[config.mk]
export PLATFORM = sky130hd
export DESIGN_NAME = imm_ext_pipe_flat
export DESIGN_NICKNAME = d
export VERILOG_FILES = /design/src/rtl/imm_ext_pipe_if.sv /design/src/rtl/imm_ext_pipe.sv /design/src/flat_wrapper.sv
export SDC_FILE = /design/constraint.sdc
export NUM_CORES = 1
export LEC_CHECK = 0
export BUFFER_PORTS_ARGS = -buffer_cell sky130_fd_sc_hd__buf_2
export CAP_MARGIN = 10
export CORE_MARGIN = 3
export CORE_UTILIZATION = 46
export DETAILED_ROUTE_END_ITERATION = 10
export PLACE_DENSITY = 0.74
export SYNTH_ARGS = -nofsm -noshare
export SYNTH_HDL_FRONTEND = slang
export SYNTH_SLANG_ARGS = --single-unit
[constraint.sdc]
create_clock -name clk -period 1.9 [get_ports clk]
set_input_delay 0.475 -clock clk [delete_from_list [all_inputs] [get_ports clk]]
set_output_delay 0.475 -clock clk [all_outputs]
set_load 0.05 [all_outputs]
[src/rtl/imm_ext_pipe_if.sv]
// Handshake bundle between the decode stage, the immediate extender and its consumer.
// The master drives instruction words in and accepts immediates out; the slave is the extender.
interface imm_ext_pipe_if #(
   parameter int XLEN  = 32,
   parameter int TAG_W = 5
);
   logic              in_valid;
   logic              in_ready;
   logic [31:0]       in_instr;
   logic [2:0]        in_fmt;
   logic              in_unsigned;
   logic [TAG_W-1:0]  in_tag;
   logic              out_valid;
   logic              out_ready;
   logic [XLEN-1:0]   out_imm;
   logic [TAG_W-1:0]  out_tag;
   logic              out_fmt_err;

   modport master (
      output in_valid, in_instr, in_fmt, in_unsigned, in_tag, out_ready,
      input  in_ready, out_valid, out_imm, out_tag, out_fmt_err
   );

   modport slave (
      input  in_valid, in_instr, in_fmt, in_unsigned, in_tag, out_ready,
      output in_ready, out_valid, out_imm, out_tag, out_fmt_err
   );
endinterface

[src/rtl/imm_ext_pipe.sv]
// RISC-V immediate generator/extender feeding a 2-entry skid buffer.
// The immediate is built at the input and stored, so outputs come straight from registers.
module imm_ext_pipe #(
   parameter int XLEN  = 32,
   parameter int TAG_W = 5
) (
   input  logic         clk,
   input  logic         rst_n,
   input  logic         flush,
   imm_ext_pipe_if.slave bus
);

   typedef struct packed {
      logic [XLEN-1:0]  imm;
      logic [TAG_W-1:0] tag;
      logic             fmtErr;
   } entry_t;

   typedef enum logic [1:0] {
      EMPTY = 2'd0,
      ONE   = 2'd1,
      FULL  = 2'd2
   } count_e;

   localparam logic [2:0] FMT_I     = 3'd0;
   localparam logic [2:0] FMT_S     = 3'd1;
   localparam logic [2:0] FMT_B     = 3'd2;
   localparam logic [2:0] FMT_U     = 3'd3;
   localparam logic [2:0] FMT_J     = 3'd4;
   localparam logic [2:0] FMT_RAW16 = 3'd5;

   entry_t head_q, head_d;
   entry_t tail_q, tail_d;
   count_e count_q, count_d;
   entry_t newEntry;
   logic   extBit;
   logic   push;
   logic   pop;

   // Fill the whole word with the extension bit, then overlay the raw field.
   always_comb begin
      extBit = ~bus.in_unsigned &
               ((bus.in_fmt == FMT_RAW16) ? bus.in_instr[15] : bus.in_instr[31]);
      newEntry.imm    = {XLEN{extBit}};
      newEntry.tag    = bus.in_tag;
      newEntry.fmtErr = 1'b0;
      unique case (bus.in_fmt)
         FMT_I: newEntry.imm[11:0] = bus.in_instr[31:20];
         FMT_S: newEntry.imm[11:0] = {bus.in_instr[31:25], bus.in_instr[11:7]};
         FMT_B: newEntry.imm[12:0] = {bus.in_instr[31], bus.in_instr[7],
                                      bus.in_instr[30:25], bus.in_instr[11:8], 1'b0};
         FMT_U: newEntry.imm[31:0] = {bus.in_instr[31:12], 12'b0};
         FMT_J: newEntry.imm[20:0] = {bus.in_instr[31], bus.in_instr[19:12],
                                      bus.in_instr[20], bus.in_instr[30:21], 1'b0};
         FMT_RAW16: newEntry.imm[15:0] = bus.in_instr[15:0];
         default: begin
            newEntry.imm    = '0;
            newEntry.fmtErr = 1'b1;
         end
      endcase
   end

   assign bus.in_ready    = (count_q != FULL);
   assign bus.out_valid   = (count_q != EMPTY);
   assign bus.out_imm     = head_q.imm;
   assign bus.out_tag     = head_q.tag;
   assign bus.out_fmt_err = head_q.fmtErr;

   assign push = bus.in_valid & bus.in_ready;
   assign pop  = bus.out_valid & bus.out_ready;

   // Flush wins over everything; push+pop at FULL is impossible because in_ready is low.
   always_comb begin
      head_d  = head_q;
      tail_d  = tail_q;
      count_d = count_q;
      if (flush) begin
         count_d = EMPTY;
      end else begin
         unique case ({push, pop})
            2'b10: begin
               if (count_q == EMPTY) begin
                  head_d  = newEntry;
                  count_d = ONE;
               end else begin
                  tail_d  = newEntry;
                  count_d = FULL;
               end
            end
            2'b01: begin
               head_d  = tail_q;
               count_d = (count_q == FULL) ? ONE : EMPTY;
            end
            2'b11: begin
               head_d = newEntry;
            end
            default: begin
            end
         endcase
      end
   end

   always_ff @(posedge clk or negedge rst_n) begin
      if (!rst_n) begin
         head_q  <= '0;
         tail_q  <= '0;
         count_q <= EMPTY;
      end else begin
         head_q  <= head_d;
         tail_q  <= tail_d;
         count_q <= count_d;
      end
   end

endmodule

[src/flat_wrapper.sv]
// flat-port wrapper written by rule: the top's interface ports become plain ports
module imm_ext_pipe_flat 
#(
   parameter int XLEN  = 32,
   parameter int TAG_W = 5
)
  (clk, rst_n, flush, bus_in_valid, bus_in_instr, bus_in_fmt, bus_in_unsigned, bus_in_tag, bus_out_ready, bus_in_ready, bus_out_valid, bus_out_imm, bus_out_tag, bus_out_fmt_err);
  imm_ext_pipe_if #(.XLEN(XLEN), .TAG_W(TAG_W)) bus_i ();
  input  logic clk;
  input  logic rst_n;
  input  logic flush;
  input wire logic [$bits(bus_i.in_valid)-1:0] bus_in_valid;
  input wire logic [$bits(bus_i.in_instr)-1:0] bus_in_instr;
  input wire logic [$bits(bus_i.in_fmt)-1:0] bus_in_fmt;
  input wire logic [$bits(bus_i.in_unsigned)-1:0] bus_in_unsigned;
  input wire logic [$bits(bus_i.in_tag)-1:0] bus_in_tag;
  input wire logic [$bits(bus_i.out_ready)-1:0] bus_out_ready;
  output wire logic [$bits(bus_i.in_ready)-1:0] bus_in_ready;
  output wire logic [$bits(bus_i.out_valid)-1:0] bus_out_valid;
  output wire logic [$bits(bus_i.out_imm)-1:0] bus_out_imm;
  output wire logic [$bits(bus_i.out_tag)-1:0] bus_out_tag;
  output wire logic [$bits(bus_i.out_fmt_err)-1:0] bus_out_fmt_err;
  assign bus_i.in_valid = bus_in_valid;
  assign bus_i.in_instr = bus_in_instr;
  assign bus_i.in_fmt = bus_in_fmt;
  assign bus_i.in_unsigned = bus_in_unsigned;
  assign bus_i.in_tag = bus_in_tag;
  assign bus_i.out_ready = bus_out_ready;
  assign bus_in_ready = bus_i.in_ready;
  assign bus_out_valid = bus_i.out_valid;
  assign bus_out_imm = bus_i.out_imm;
  assign bus_out_tag = bus_i.out_tag;
  assign bus_out_fmt_err = bus_i.out_fmt_err;
  imm_ext_pipe #(.XLEN(XLEN), .TAG_W(TAG_W)) u_core (.clk(clk), .rst_n(rst_n), .flush(flush), .bus(bus_i));
endmodule
* Word level (Yosys, flattened, before mapping) *
Index checks and enable logic that the tools add are counted.

storage, ports and cells
  logic and storage cells = 50
  register bits after elaboration = 78
  output and inout port bits = 40

cells by class
  multiplexer cells = 13
  reductions and logical operators = 13
  bitwise logic cells = 6
  equal/unequal tests = 11

operator list
  operator                                       count
  case mux 38 bit (3 select lines)               1
  case mux 12 bit (5 select lines)               1
  two-way mux 38 bit                             1
  case mux 11 bit (2 select lines)               1
  case mux 5 bit (3 select lines)                1
  == test 2 bit, second input constant           3
  == test 3 x 2 -> 1 bit, second input constant  2
  == test 3 bit, second input constant           2
  case mux 3 bit (2 select lines)                1
  AND reduction 3 bit                            2
  nonzero test 3 bit                             2
  OR reduction 3 bit                             2
  OR reduction 6 bit                             1
  OR reduction 5 bit                             1
  two-way mux 2 bit                              2
  case mux 2 bit (2 select lines)                1
  OR reduction 4 bit                             1
  bitwise AND 1 bit                              3
  == test 3 x 1 -> 1 bit, second input constant  1
  zero test 3 bit                                1
  two-way mux 1 bit                              3
  NOT 1 bit                                      3
  case mux 1 bit (3 select lines)                1
  == test 2 x 1 -> 1 bit, second input constant  1
  other kinds (5)                                5

* Logic depth before layout (Yosys ltp) *
  word-level depth = 6
  depth in mapped cells = 7

* Worst setup path before layout *
Ideal clock, no wire load.

  path kind = register -> register
  from = register u_core.count_q[0]
  to = register u_core.head_q (netlist bit u_core.bus.out_imm[17])
  data arrival time = 1475 ps
  period minus slack after synthesis = 1596 ps
  stages on the path, launching flop included = 7
  required time = 1779 ps
  path slack = 304 ps
  library setup time = 121 ps
  path buffers = 1
  cells stage by stage = dfrtp_1 -> nor2_2 -> inv_2 -> a31o_4 -> buf_6 -> o21a_1 -> a22o_1

on the way
  longest elaborated chain between the ends = 5
  elaborated cells between the ends (all ways) = 12

ends and longest elaborated chain
  item                                                                            RTL line             text
  from (decl)                                                                     imm_ext_pipe.sv:34   count_e count_q, count_d;
  from (signal assigned)                                                          imm_ext_pipe.sv:111  count_q <= count_d;
  nonzero test 2 bit *                                                            imm_ext_pipe.sv:64   assign bus.out_valid = (count_q != EMPTY);
  net bus_out_valid                                                               flat_wrapper.sv:19   output wire logic [$bits(bus_i.out_valid)-1:0] bus_out_valid;
  bitwise AND 1 bit *                                                             imm_ext_pipe.sv:70   assign pop = bus.out_valid & bus.out_ready;
  == test 2 bit or == test 2 x 1 -> 1 bit (tied branches)                         imm_ext_pipe.sv:80   unique case ({push, pop})
  inequality test 2 x 1 -> 1 bit (no line) or nonzero test 3 bit (tied branches)  --
  AND reduction 3 bit (no line)                                                   --
  to (signal assigned)                                                            imm_ext_pipe.sv:105  head_q <= '0;
  to (signal assigned)                                                            imm_ext_pipe.sv:109  head_q <= head_d;
  to (decl)                                                                       imm_ext_pipe.sv:32   entry_t head_q, head_d;

Mark *: on every way through the listed nets, which the timed path passes. The rest lies on a longest branch.
A chain may end at the register's enable or synchronous reset.

* Worst setup path in the final report *
  from = register u_core.count_q[1]
  to = register u_core.head_q (netlist bit u_core.bus.out_imm[2])

on the way
  longest elaborated chain between the ends = 5
  elaborated cells between the ends (all ways) = 12

ends and longest elaborated chain
  item                                                                            RTL line
  inequality test 2 bit or nonzero test 2 bit (tied branches)                     imm_ext_pipe.sv:63, imm_ext_pipe.sv:64
  bitwise AND 1 bit (on tied branches)                                            imm_ext_pipe.sv:69, imm_ext_pipe.sv:70
  == test 2 bit or == test 2 x 1 -> 1 bit (tied branches)                         imm_ext_pipe.sv:80
  inequality test 2 x 1 -> 1 bit (no line) or nonzero test 3 bit (tied branches)  --
  AND reduction 3 bit (no line)                                                   --

Parallel ways exist; a longest one is shown, timed or not.

==> metrics.md <==
| Metric | Value |
|---|---|
| Fmax | `549.7 MHz` |
| Hold crit path type | `primary input to asynchronous set/reset pin` |
| GRT Residual Overflow | `0` |
| Initial Util | `48.46%` |
| DIE AREA | `9439 um2` |
| Synth top area cells | `dfrtp_1 51%, nand2_1 6.0%, o21ai_0 5.2%` |
| Diode count | `0` |
| Number of buffers inserted by port buffering | `85` |
| Clk sinks | `78` |
| Yosys top cell area share | `51.06%` |
| TritonCTS buffer count | `9` |
| First drt pass iteration count | `7` |
| Internal power | `0.003261 W` |
| Critical-path maximum fanout | `13` |
| Crit path arrival time | `2070 ps` |
| Die Ht | `97.16 um` |
| Synth warnings | `0` |
| Sequential share of the synthesized area | `51.06%` |
| Worst Max-Slew Pin Slew | `692.9 ps` |
| Clock Skew | `6.827 ps` |
| Sw Ratio | `38.39%` |
| Routed len/inst | `17.61 um` |
| Antenna viol nets, final | `0` |
| Worst-path clk slew | `80 ps` |
| DP HPWL | `7369 um` |
| Initial antenna violation count | `0` |
| Final Hold Vio Count | `0` |
| Pins Over Slew Limit | `0` |
| RSZ-0062 raised after global routing | `false` |
| Max-slew headroom | `53.66%` |
| Mapped Cells | `396` |
| Fin cells | `591` |
| Clk root buf | `clkbuf_8` |
| Setup CP Type | `flop to flop` |
| LEAKAGE | `2.146 nW` |
| Via count | `3,439` |
| Synthesized Nets | `442` |
| Vias per cell | `5.819` |
| Final setup fails | `0` |
| Total track usage | `22.19%` |
| Final WL | `10,410 um` |
| Reg2Reg Launch Point | `u_core.count_q[1]` |
| Max cap viols | `0` |
| Cell count after placement | `574` |
| Chip Width | `97.16 um` |
| Area of the mapped netlist | `3822 um2` |
| Wire length on met2 | `4931 um` |
| Flop2flop setup slack | `80 ps` |
| Synth unique cells | `50` |
| I/O pin total | `86` |
| Final hold slack | `19.80 ps` |
| Row cnt | `32` |
| RD Place Congestion | `0.8361` |
| Setup crit end kind | `flop` |
| Number of enable flip-flop cells after synthesis | `0` |
| CORE AREA | `7888 um2` |
| Clk_lat worst skew | `350 ps` |
| Layout cells sized above 1 | `28.83%` |
| Fin crit share | `95.75%` |
| Maximum VDD drop | `0.5832 mV` |
| Clock power share | `24.4%` |
| Crit start category | `flop` |
| CTS max path bufs | `2` |
| Vias in the first global route | `3,353` |
| Critical path startpoint | `u_core.count_q[1]` |
| Top sig layer | `met4` |
| Crit path required time | `2150 ps` |
| Routed met3 length | `725 um` |
| DR iter-0 viols | `177` |
| Largest net degree at the start of global routing | `40` |
| Syn Area/Cell | `9.653 um2` |
| Layout overhead on the synthesized area | `21.11%` |
| Wl on met1 | `4499 um` |
| CP Capture Point | `u_core.bus.out_imm[2]` |
| Htree depth | `3` |
| Fillers | `666` |
| Cell taking the most area after synthesis | `dfrtp_1` |
| Switch Pwr | `0.002032 W` |
| Reg2reg path depth | `4` |
| Combinational power share | `32.7%` |
| Min cycle time layout | `1819 ps` |
| Share of total power in sequential cells | `42.9%` |
| CTS tree | `done` |
| Final #Nets | `531` |
| Top-count cell post-synth | `dfrtp_1` |
| Ys flop type | `dfrtp_1` |
| Asr flop ratio synth | `100.0%` |
| DRC | `0` |
| Worst r2r dst | `u_core.bus.out_imm[2]` |
| Most frequent cells after synthesis | `78 x dfrtp_1, 61 x nand2_1, 40 x o21ai_0` |
| First-pass GRT wire length | `16,810 um` |
| Synth Register Bits | `78` |
| Setup TNS | `0 ps` |
| CTS hold repair buffers | `0` |
| Outcome | `finished, final reports clean` |
| PD cells | `1143 nW/um2` |
## final cells by class
| type | instances | area, um2 | area share (%) |
|---|---|---|---|
| Clock buffer | 12 | 165.2 | 3.568 |
| Clock inverter | 3 | 42.54 | 0.9189 |
| Inverter | 7 | 26.28 | 0.5676 |
| Multi-Input combinational cell | 282 | 1683 | 36.35 |
| Sequential cell | 78 | 1954 | 42.22 |
| Tap cell | 102 | 127.6 | 2.757 |
| Timing Repair Buffer | 107 | 630.6 | 13.62 |
## worst min path at each step
stage | from | endpoint | slack (ps) | cells past startpoint
after floorplan | rst_n | u_core.bus.out_fmt_err | 180 | 0
after global placement | rst_n | u_core.bus.out_imm[23] | 400 | 1
after detailed placement | rst_n | u_core.bus.out_imm[23] | 400 | 1
after CTS | rst_n | u_core.bus.out_imm[20] | 20 | 1
after global routing | rst_n | u_core.bus.out_imm[20] | 20 | 1
final | rst_n | u_core.bus.out_imm[23] | 20 | 1
## logic make-up (layout without fill, tap and decap cells)
group | count (synthesis) | after routing | share of synthesized area (%)
AO/OA/AOI/OAI | 147 | 148 | 24.81
multiplexers | 9 | 9 | 2.455
adder cells (fa/ha/maj) | 2 | 2 | 0.5565
buffers and inverters | 37 | 129 | 5.499
flip-flops | 78 | 78 | 51.06
AND/OR/NAND/NOR | 123 | 123 | 15.61
## metal layers
metal  track usage [%]  vias to the layer above
met4             8.855                        0
met1             29.54                     1650
met2             35.40                      148
met5                 0                        -
li1                  -                     1615
met3             4.738                       26
## what timing repair did
item                       4_1_cts  5_1_grt
resized for setup                0        4
cloned                           1        0
pin swaps                        1        1
setup endpoints to repair        1       21
setup buffers                    0        1
## worst max-delay path, cell delays in order (launching register included)
cell and delay [ps]:
dfrtp_2 470, nor4b_4 410, a31o_4 250, nand2_1 300
o21ai_0 290
## registers in the layout, summed over array words and instances (netlist names)
| name | cells |
|---|---|
| u_core.bus.out_fmt_err | 1 |
| u_core.count_q | 2 |
| u_core.tail_q | 38 |
| u_core.bus.out_tag | 5 |
| u_core.bus.out_imm | 32 |
## power groups by stage
| stage | combinational, W | sequential (W) | clock (W) |
|---|---|---|---|
| floorplan | 0.000601 | 0.00292 | 0 |
| global placement | 0.00169 | 0.00228 | 0 |
| detailed placement | 0.00172 | 0.00230 | 0 |
| CTS | 0.00174 | 0.00227 | 0.00130 |
| global route | 0.00186 | 0.00232 | 0.00138 |
| finish | 0.00173 | 0.00227 | 0.00129 |
## through the flow
step	utilization, %	worst slack (ps)	total power (W)	instance area, um2
5_1_grt	58.69	26.21	0.005554	4629
2_1_floorplan	-	304.1	0.003522	3822
6_report	58.69	80.81	0.005293	4629
4_1_cts	58.44	15.12	0.005310	4609
3_5_place_dp	55.65	-17.64	0.004021	4389
3_3_place_gp	55.65	40.57	0.003973	4389
## cell usage in the layout (no fill, tap or decap), drive strengths merged, types with 3 or more instances in the layout
master	synthesis	layout
mux2	3	3
a22oi	17	17
o211ai	4	4
inv	7	7
nand2	61	61
a211oi	7	7
a21oi	17	17
dfrtp	78	78
o22ai	10	10
and2	4	4
o21a	4	4
nor2	27	27
mux2i	6	6
nor2b	11	11
clkbuf	5	12
and3b	3	3
o21ai	41	41
a31oi	32	33
nand3	4	4
buf	25	107
a22o	5	5
(Power assumes the default switching activity.)
